`src/rtl/dmem_store_buf.sv`:
```
// Word-wide store FIFO between the CPU store port and the data-memory write port, with load hazard checks.
// Define LD_FORWARD_EN to serve matching loads from the buffer instead of flagging a conflict.
module dmem_store_buf #(
    parameter int W     = 32,
    parameter int DEPTH = 4,
    parameter int AW    = 2
) (
    input  logic         clk,
    input  logic         rst,
    input  logic         st_en,
    input  logic [W-1:0] st_addr,
    input  logic [W-1:0] st_data,
    output logic         st_ready,
    input  logic         ld_en,
    input  logic [W-1:0] ld_addr,
    output logic         ld_conflict,
    output logic         ld_hit,
    output logic [W-1:0] ld_data,
    output logic         mem_we,
    output logic [W-1:0] mem_waddr,
    output logic [W-1:0] mem_wdata,
    input  logic         mem_wready,
    output logic         empty
);

    // Handshakes: a transfer happens on a posedge where valid (st_en / mem_we) and
    // ready (st_ready / mem_wready) are both high; valid holds its payload until then.

    logic [AW-1:0]    wr_ptr_q, wr_ptr_d;
    logic [AW-1:0]    rd_ptr_q, rd_ptr_d;
    logic [AW:0]      count_q, count_d;
    logic [DEPTH-1:0] valid_q, valid_d;
    logic [W-1:0]     addr_q [DEPTH];
    logic [W-1:0]     data_q [DEPTH];

    logic             push;
    logic             pop;
    logic [DEPTH-1:0] match;
    logic             unused_lsbs;

    assign unused_lsbs = ^{st_addr[1:0], ld_addr[1:0]};

    assign st_ready  = (count_q != (AW+1)'(DEPTH));
    assign empty     = (count_q == '0);
    assign mem_we    = !empty;
    assign mem_waddr = addr_q[rd_ptr_q];
    assign mem_wdata = data_q[rd_ptr_q];

    assign push = st_en && st_ready;
    assign pop  = mem_we && mem_wready;

    always_comb begin
        wr_ptr_d = wr_ptr_q;
        rd_ptr_d = rd_ptr_q;
        count_d  = count_q;
        valid_d  = valid_q;
        if (push) begin
            wr_ptr_d         = wr_ptr_q + AW'(1);
            valid_d[wr_ptr_q] = 1'b1;
        end
        if (pop) begin
            rd_ptr_d         = rd_ptr_q + AW'(1);
            valid_d[rd_ptr_q] = 1'b0;
        end
        case ({push, pop})
            2'b10:   count_d = count_q + (AW+1)'(1);
            2'b01:   count_d = count_q - (AW+1)'(1);
            default: count_d = count_q;
        endcase
    end

    always_ff @(posedge clk) begin
        if (rst) begin
            wr_ptr_q <= '0;
            rd_ptr_q <= '0;
            count_q  <= '0;
            valid_q  <= '0;
        end else begin
            wr_ptr_q <= wr_ptr_d;
            rd_ptr_q <= rd_ptr_d;
            count_q  <= count_d;
            valid_q  <= valid_d;
        end
    end

    // Payload storage needs no reset; valid_q qualifies every use.
    always_ff @(posedge clk) begin
        if (push) begin
            addr_q[wr_ptr_q] <= {st_addr[W-1:2], 2'b00};
            data_q[wr_ptr_q] <= st_data;
        end
    end

    // Only registered entries are compared, so a same-cycle push never matches.
    always_comb begin
        match = '0;
        for (int i = 0; i < DEPTH; i++) begin
            match[i] = ld_en && valid_q[i] && (addr_q[i][W-1:2] == ld_addr[W-1:2]);
        end
    end

`ifdef LD_FORWARD_EN
    logic [AW-1:0] idx;
    logic          fwd_hit;
    logic [W-1:0]  fwd_data;

    // Walk backward from the youngest entry so the newest store to a word wins.
    always_comb begin
        idx      = '0;
        fwd_hit  = 1'b0;
        fwd_data = '0;
        for (int k = 0; k < DEPTH; k++) begin
            idx = wr_ptr_q - AW'(1) - AW'(k);
            if (!fwd_hit && match[idx]) begin
                fwd_hit  = 1'b1;
                fwd_data = data_q[idx];
            end
        end
    end

    assign ld_hit      = fwd_hit;
    assign ld_data     = fwd_data;
    assign ld_conflict = 1'b0;
`else
    assign ld_hit      = 1'b0;
    assign ld_data     = '0;
    assign ld_conflict = |match;
`endif

endmodule

```
`config.mk`:
```
export PLATFORM = sky130hd
export DESIGN_NAME = dmem_store_buf
export DESIGN_NICKNAME = d
export VERILOG_FILES = /design/src/rtl/dmem_store_buf.sv
export SDC_FILE = /design/constraint.sdc
export NUM_CORES = 1
export LEC_CHECK = 0
export CAP_MARGIN = 20
export CORE_MARGIN = 2
export CORE_UTILIZATION = 53
export DETAILED_ROUTE_END_ITERATION = 10
export PLACE_DENSITY = 0.87
export SLEW_MARGIN = 20
export SYNTH_ARGS = -nofsm -noshare
export SYNTH_HDL_FRONTEND = slang
export SYNTH_SLANG_ARGS = --single-unit
```
`constraint.sdc`:
```
create_clock -name clk -period 3.5 [get_ports clk]
set_input_delay 0.525 -clock clk [delete_from_list [all_inputs] [get_ports clk]]
set_output_delay 0.525 -clock clk [all_outputs]
set_load 0.03 [all_outputs]
```
# Word level (Yosys, flattened, before mapping)
# Memory sizes are Yosys's and may differ from the RTL's. A register that Yosys moved wholly into a read port is not among the register bits.
# Cells that the tools add are included.
[totals]
n_memories = 2
inputBits = 101
wordCells = 53
ram_bits = 248
reg_bits = 11
[memory_table]
columns = ["name", "words", "word_bits", "rd", "rd_clocked_by_memory_dff", "write_ports", "line_no", "source"]
rows = [
  ["data_q", 4, 32, 1, 1, 1, "34", "logic [W-1:0] data_q [DEPTH];"],
  ["addr_q", 4, 30, 5, 1, 1, "33", "logic [W-1:0] addr_q [DEPTH];"],
]
[classes]
reduce_logical = 16
n_lt_le_gt_ge = 4
n_mux = 13
bitwise = 3
n_eq_ne = 7
add_sub_neg = 4
[ops]
columns = ["op", "n"]
rows = [
  ["== test 30 bit", 4],
  ["logical AND 1 bit", 12],
  ["two-way mux 2 bit", 4],
  ["two-way mux 4 bit", 2],
  ["< comparator 2 x 3 -> 1 bit (second input constant)", 2],
  ["case mux 3 bit (2 select lines)", 1],
  ["adder 2 x 1 -> 2 bit (second input constant)", 2],
  ["AND 4 bit", 1],
  ["demux 1 bit (select 2 bit)", 2],
  [">= comparator 2 x 1 -> 1 bit (second input constant)", 2],
  ["two-way mux 1 bit", 4],
  ["NOT 4 bit", 1],
  ["bitwise OR 4 bit", 1],
  ["OR reduction 4 bit", 1],
  ["adder 3 x 1 -> 3 bit (second input constant)", 1],
  ["logical NOT 3 bit", 1],
  ["inequality test 3 bit (second input constant)", 1],
  ["subtractor 3 x 1 -> 3 bit (second input constant)", 1],
  ["== test 2 x 1 -> 1 bit (second input constant)", 1],
  ["== test 2 bit (second input constant)", 1],
  ["nonzero test 2 bit", 1],
  ["logical NOT 1 bit", 1],
]

# Logic depth before layout (Yosys ltp)
[logic_depth]
ltp_word = 8
mapped_depth = 10
mapped_depth_nobuf = 10

# Worst setup path before layout
# Ideal clock, no wire load.
[synth_timing]
path_kind = "reg2reg"
start = "register count_q[0]"
end = "memory addr_q[0][0] (netlist bit) (enable)"
path_buffers = 0
setup_time_ns = 0.428
setup_slack_ns = 0.726
stages_incl_launch_ff = 4
synth_period_minus_slack_ns = 2.774
arrival_time_ns = 2.346
cell_sequence = "dfxtp_1 inv_1 nand3_1 and3_1"
[synth_between]
elab_chain_cells = 4
[synth_lines]
columns = ["item", "line_no", "source"]
rows = [
  ["start, declared", "31", "logic [AW:0] count_q, count_d;"],
  ["start signal, assigned", "81", "count_q <= count_d;"],
  ["inequality test 3 bit", "43", "assign st_ready = (count_q != (AW+1)'(DEPTH));"],
  ["net st_ready", "13", "output logic st_ready,"],
  ["logical AND 1 bit", "49", "assign push = st_en && st_ready;"],
  ["two-way mux 1 bit", "88", "if (push) begin"],
  ["two-way mux 1 bit (implied by the code)", "89", "addr_q[wr_ptr_q] <= {st_addr[W-1:2], 2'b00};"],
  ["end, declared", "33", ""],
]
# The timed path passes the listed nets, and every way through them passes these cells.

==> flow_results.xml <==
<?xml version="1.0" encoding="UTF-8"?>
<metrics>
  <group name="power">
    <metric name="clkPwrFrac" unit="%">27.5</metric>
    <metric name="peakVddDrop" unit="V">0.0005170</metric>
    <metric name="total_switching_power" unit="W">0.003051</metric>
    <metric name="power.sequential.fraction" unit="%">40.5</metric>
    <metric name="intPower" unit="W">0.006871</metric>
    <metric name="swShare" unit="%">30.75</metric>
    <metric name="p_comb_share" unit="%">32.0</metric>
    <metric name="static-leakage-power" unit="nW">4.514</metric>
    <metric name="power_density" unit="nW/um^2">712.2</metric>
  </group>
  <group name="sta">
    <metric name="max-slew-margin-rel" unit="%">63.94</metric>
    <metric name="portion_of_the_clock_cycle_consumed_by_the_worst_path_in_the_final_layout" unit="%">92.12</metric>
    <metric name="timing.final.crit_period" unit="ns">3.224</metric>
    <metric name="clock_skew" unit="ns">0.009230</metric>
    <metric name="worst-slew-pin-transition" unit="ns">0.5409</metric>
    <metric name="grt_setup_unrepaired" unit="">no</metric>
    <metric name="number_of_setup_violations_in_the_final_report" unit="">0</metric>
    <metric name="final_hold_viol_count" unit="">0</metric>
    <metric name="fin_tns_setup" unit="ns">0</metric>
    <metric name="slew_viol_final" unit="">0</metric>
    <metric name="hold_ws" unit="ns">0.4945</metric>
    <metric name="achievable-frequency" unit="GHz">0.3102</metric>
  </group>
  <group name="synth">
    <metric name="syn-cell-area" unit="um^2">11230</metric>
    <metric name="syn_area_per_cell" unit="um^2">18.26</metric>
    <metric name="synth.lib_cells_used.distinct" unit="">27</metric>
    <metric name="synth_top_family_by_area" unit="">multiplexers</metric>
    <metric name="yosys-mux-area-fraction" unit="%">12.53</metric>
    <metric name="synth-compound-area-share" unit="%">0.6240</metric>
    <metric name="synthSimpleGateAreaFrac" unit="%">3.287</metric>
    <metric name="ys_warns" unit="">0</metric>
    <metric name="ys_seq_area_share" unit="%">68.64</metric>
    <metric name="synthesis.instances" unit="">615</metric>
    <metric name="synth.ff_latch_count" unit="">261</metric>
    <metric name="post_synthesis_share_of_cell_area_spent_on_full_adders_half_adders_and_majority_gates" unit="%">1.181</metric>
    <metric name="post_synth_xor_area_fraction" unit="%">9.672</metric>
  </group>
  <group name="global_route">
    <metric name="grt_remaining_overflow" unit="">0</metric>
    <metric name="first_pass_grt_wire_length" unit="um">36680</metric>
    <metric name="grt_start_max_net_pins" unit="">64</metric>
    <metric name="grt_util_all_layers" unit="%">22.14</metric>
    <metric name="first_global_vias" unit="">6380</metric>
    <metric name="antenna_found_initial" unit="">3</metric>
  </group>
  <group name="die">
    <metric name="core_area" unit="um^2">20890</metric>
    <metric name="ios" unit="">202</metric>
    <metric name="die_width" unit="um">149.6</metric>
    <metric name="initial_core_utilization" unit="%">53.75</metric>
    <metric name="die_h" unit="um">149.6</metric>
    <metric name="die_area" unit="um^2">22370</metric>
    <metric name="placement_rows" unit="">53</metric>
  </group>
  <group name="detailed_routing">
    <metric name="postRouteAntennaNets" unit="">0</metric>
    <metric name="total_number_of_vias" unit="">6071</metric>
    <metric name="detailedRoute.firstIterationViolations" unit="">374</metric>
    <metric name="detail_route.wl_per_cell" unit="um">22.78</metric>
    <metric name="via_per_inst" unit="">5.642</metric>
    <metric name="first_pass_iters" unit="">5</metric>
    <metric name="routed_wirelength" unit="um">24520</metric>
    <metric name="drc" unit="">0</metric>
  </group>
  <group name="hold_path">
    <metric name="worst_hold_path_type" unit="">reg2reg</metric>
    <metric name="hold_path_depth" unit="">1</metric>
  </group>
  <group name="worst_setup_path">
    <metric name="ff2ff_path_depth" unit="">10</metric>
    <metric name="cp-end-kind" unit="">output pin</metric>
    <metric name="critPathArrivalTime" unit="ns">2.70</metric>
    <metric name="worst-setup-path-type" unit="">reg2out</metric>
    <metric name="crit_fanout" unit="">26</metric>
    <metric name="path_depth" unit="">3</metric>
    <metric name="setup.worst_path.start_class" unit="">register</metric>
    <metric name="crit_buf_inv" unit="">2</metric>
    <metric name="worstPathCellList" unit="">buf_12, mux4_2, clkdlybuf4s50_1</metric>
    <metric name="worst-endpoint-required" unit="ns">2.97</metric>
    <metric name="critPathTopFamily" unit="">buffers and inverters</metric>
    <metric name="critPathSlowestCell" unit="">sky130_fd_sc_hd__dfxtp_4</metric>
    <metric name="critical_path.max_stage_delay" unit="ns">0.69</metric>
  </group>
  <group name="clock_tree">
    <metric name="cts-htree-levels" unit="">1</metric>
    <metric name="clock_tree_from_tritoncts" unit="">done</metric>
    <metric name="root_buffer_selected_by_cts" unit="">sky130_fd_sc_hd__clkbuf_16</metric>
    <metric name="max-clock-path-buffers" unit="">3</metric>
    <metric name="clock_sink_count" unit="">261</metric>
    <metric name="path_clk_slew" unit="ns">0.06</metric>
    <metric name="cts.hold.buffers_added" unit="">0</metric>
    <metric name="clkLatencyLatePin" unit="ns">0.52</metric>
    <metric name="cts_inserted_buffers" unit="">26</metric>
    <metric name="post_cts.repair.setup_buffers" unit="">0</metric>
  </group>
  <group name="place">
    <metric name="port_buffers" unit="">162</metric>
    <metric name="dp.final_hpwl" unit="um">16320</metric>
    <metric name="gpl.final_weighted_congestion" unit="">0.8892</metric>
  </group>
  <group name="job">
    <metric name="cap_viol_max_count" unit="">0</metric>
  </group>
  <group name="final_layout">
    <metric name="fin_util" unit="%">66.69</metric>
    <metric name="nets" unit="">889</metric>
    <metric name="drive_above_1_share" unit="%">15.04</metric>
    <metric name="n_fill_cell" unit="">1334</metric>
    <metric name="layout-area-overhead-vs-synth" unit="%">24.07</metric>
  </group>
  <group name="run_status">
    <metric name="run_status" unit="">finished clean</metric>
  </group>
</metrics>
[cells in the final DEF (no fill, tap or decap), drive strengths merged]
| cell | synthesis | final |
|---|---|---|
| nand4 | 21 | 21 |
| or3 | 2 | 2 |
| ha | 9 | 9 |
| dfxtp | 13 | 13 |
| clkinv | 0 | 17 |
| mux2i | 1 | 1 |
| o21a | 4 | 4 |
| fa | 1 | 1 |
| bufinv | 0 | 3 |
| o21ai | 1 | 1 |
| clkbuf | 22 | 28 |
| a21oi | 7 | 7 |
| buf | 50 | 11 |
| xnor2 | 82 | 82 |
| diode | 0 | 3 |
| dlymetal6s2s | 0 | 1 |
| edfxtp | 248 | 248 |
| nand3 | 9 | 9 |
| conb | 1 | 35 |
| inv | 9 | 9 |
| and3 | 4 | 4 |
| nor4 | 16 | 16 |
| xor2 | 42 | 42 |
| mux4 | 62 | 62 |
| clkdlybuf4s50 | 0 | 161 |
| nor2 | 9 | 9 |
| and2 | 2 | 2 |
[per-stage QoR]
| step | total power, W | instances | setup slack [ns] | instance area (um^2) |
|---|---|---|---|---|
| global route | 0.01030 | 1074 | 0.1144 | 13930 |
| CTS | 0.01001 | 1073 | 0.08013 | 13920 |
| global placement | 0.007191 | 1025 | 0.1444 | 13070 |
| finish | 0.009922 | 1076 | 0.2758 | 13930 |
| floorplan | 0.006069 | 649 | 0.7261 | 11360 |
| detailed placement | 0.007262 | 1025 | 0.09422 | 13070 |
[worst paths after layout]
check | startpoint | to | slack (ns)
max | register | mem_wdata[29] | 0.28
min | valid_q[3] | valid_q[3] | 0.49
max reg2reg | count_q[0] | count_q[2] | 1.10
min reg2reg | valid_q[3] | valid_q[3] | 0.49
[power groups by stage]
stage	clock network, W	logic, W	registers [W]
3_3_place_gp	0	0.00314	0.00405
6_report	0.00273	0.00317	0.00402
5_1_grt	0.00289	0.00335	0.00406
3_5_place_dp	0	0.00317	0.00409
4_1_cts	0.00278	0.00320	0.00403
2_1_floorplan	0	0.00210	0.00397
[cell type report]
cell class | instances | area, um^2 | share of cell area, %
flip-flops and latches | 261 | 7712 | 55.36
multi-input cells | 307 | 3201 | 22.97
repair buffers | 173 | 1782 | 12.79
clock buffers | 28 | 679.4 | 4.877
well taps | 275 | 344.1 | 2.470
clock inverters | 20 | 171.4 | 1.230
inverters | 9 | 33.78 | 0.2425
diodes | 3 | 7.507 | 0.05389
[state kept, by name, indices dropped and copies added (netlist names), named ones only]
signal,count
data_q,128
rd_ptr_q,2
wr_ptr_q,2
addr_q,120
count_q,3
valid_q,4
[cell usage after synthesis]
library cell               instances  share of area (%)
sky130_fd_sc_hd__a21oi_1           7               0.31
sky130_fd_sc_hd__and2_1            1              0.056
sky130_fd_sc_hd__and2_4            1              0.078
sky130_fd_sc_hd__and3_1            4               0.22
sky130_fd_sc_hd__buf_1             6               0.20
sky130_fd_sc_hd__buf_2             8               0.36
sky130_fd_sc_hd__buf_4            35                2.3
sky130_fd_sc_hd__buf_6             1               0.10
sky130_fd_sc_hd__clkbuf_1         22               0.74
sky130_fd_sc_hd__conb_1            1              0.033
sky130_fd_sc_hd__dfxtp_1          13                2.3
sky130_fd_sc_hd__edfxtp_1        248                 66
sky130_fd_sc_hd__fa_1              1               0.18
sky130_fd_sc_hd__ha_1              9                1.0
sky130_fd_sc_hd__inv_1             9               0.30
sky130_fd_sc_hd__mux2i_1           1              0.089
sky130_fd_sc_hd__mux4_2           62                 12
sky130_fd_sc_hd__nand3_1           9               0.40
sky130_fd_sc_hd__nand4_1          21                1.2
sky130_fd_sc_hd__nor2_1            9               0.30
sky130_fd_sc_hd__nor4_1           16               0.89
sky130_fd_sc_hd__o21a_1            4               0.27
sky130_fd_sc_hd__o21ai_0           1              0.045
sky130_fd_sc_hd__or3_2             1              0.067
sky130_fd_sc_hd__or3_4             1               0.10
sky130_fd_sc_hd__xnor2_1          82                6.4
sky130_fd_sc_hd__xor2_1           42                3.3
[kinds of logic (layout without fill, tap and decap cells)]
kind of cell,count (synthesis),in the layout
XOR/XNOR,124,124
AO/OA/AOI/OAI,12,12
adder cells (fa/ha/maj),10,10
AND/OR/NAND/NOR,63,63
flip-flops,261,261
multiplexers,63,63
other,1,38
buffers and inverters,81,230
[what timing repair did]
action,4_1_cts,5_1_grt
hold endpoints to repair,0,0
resized for setup,0,1
endpoints found under the setup margin,0,1
[routing by layer]
layer,track usage (%),part of all wire [%],vias to the layer above
met5,0,0,-
met4,9.333,3.9,0
met3,5.884,11,55
met2,36.22,49,348
met1,28.24,37,3023
li1,-,-,2645
(Power assumes the default switching activity.)
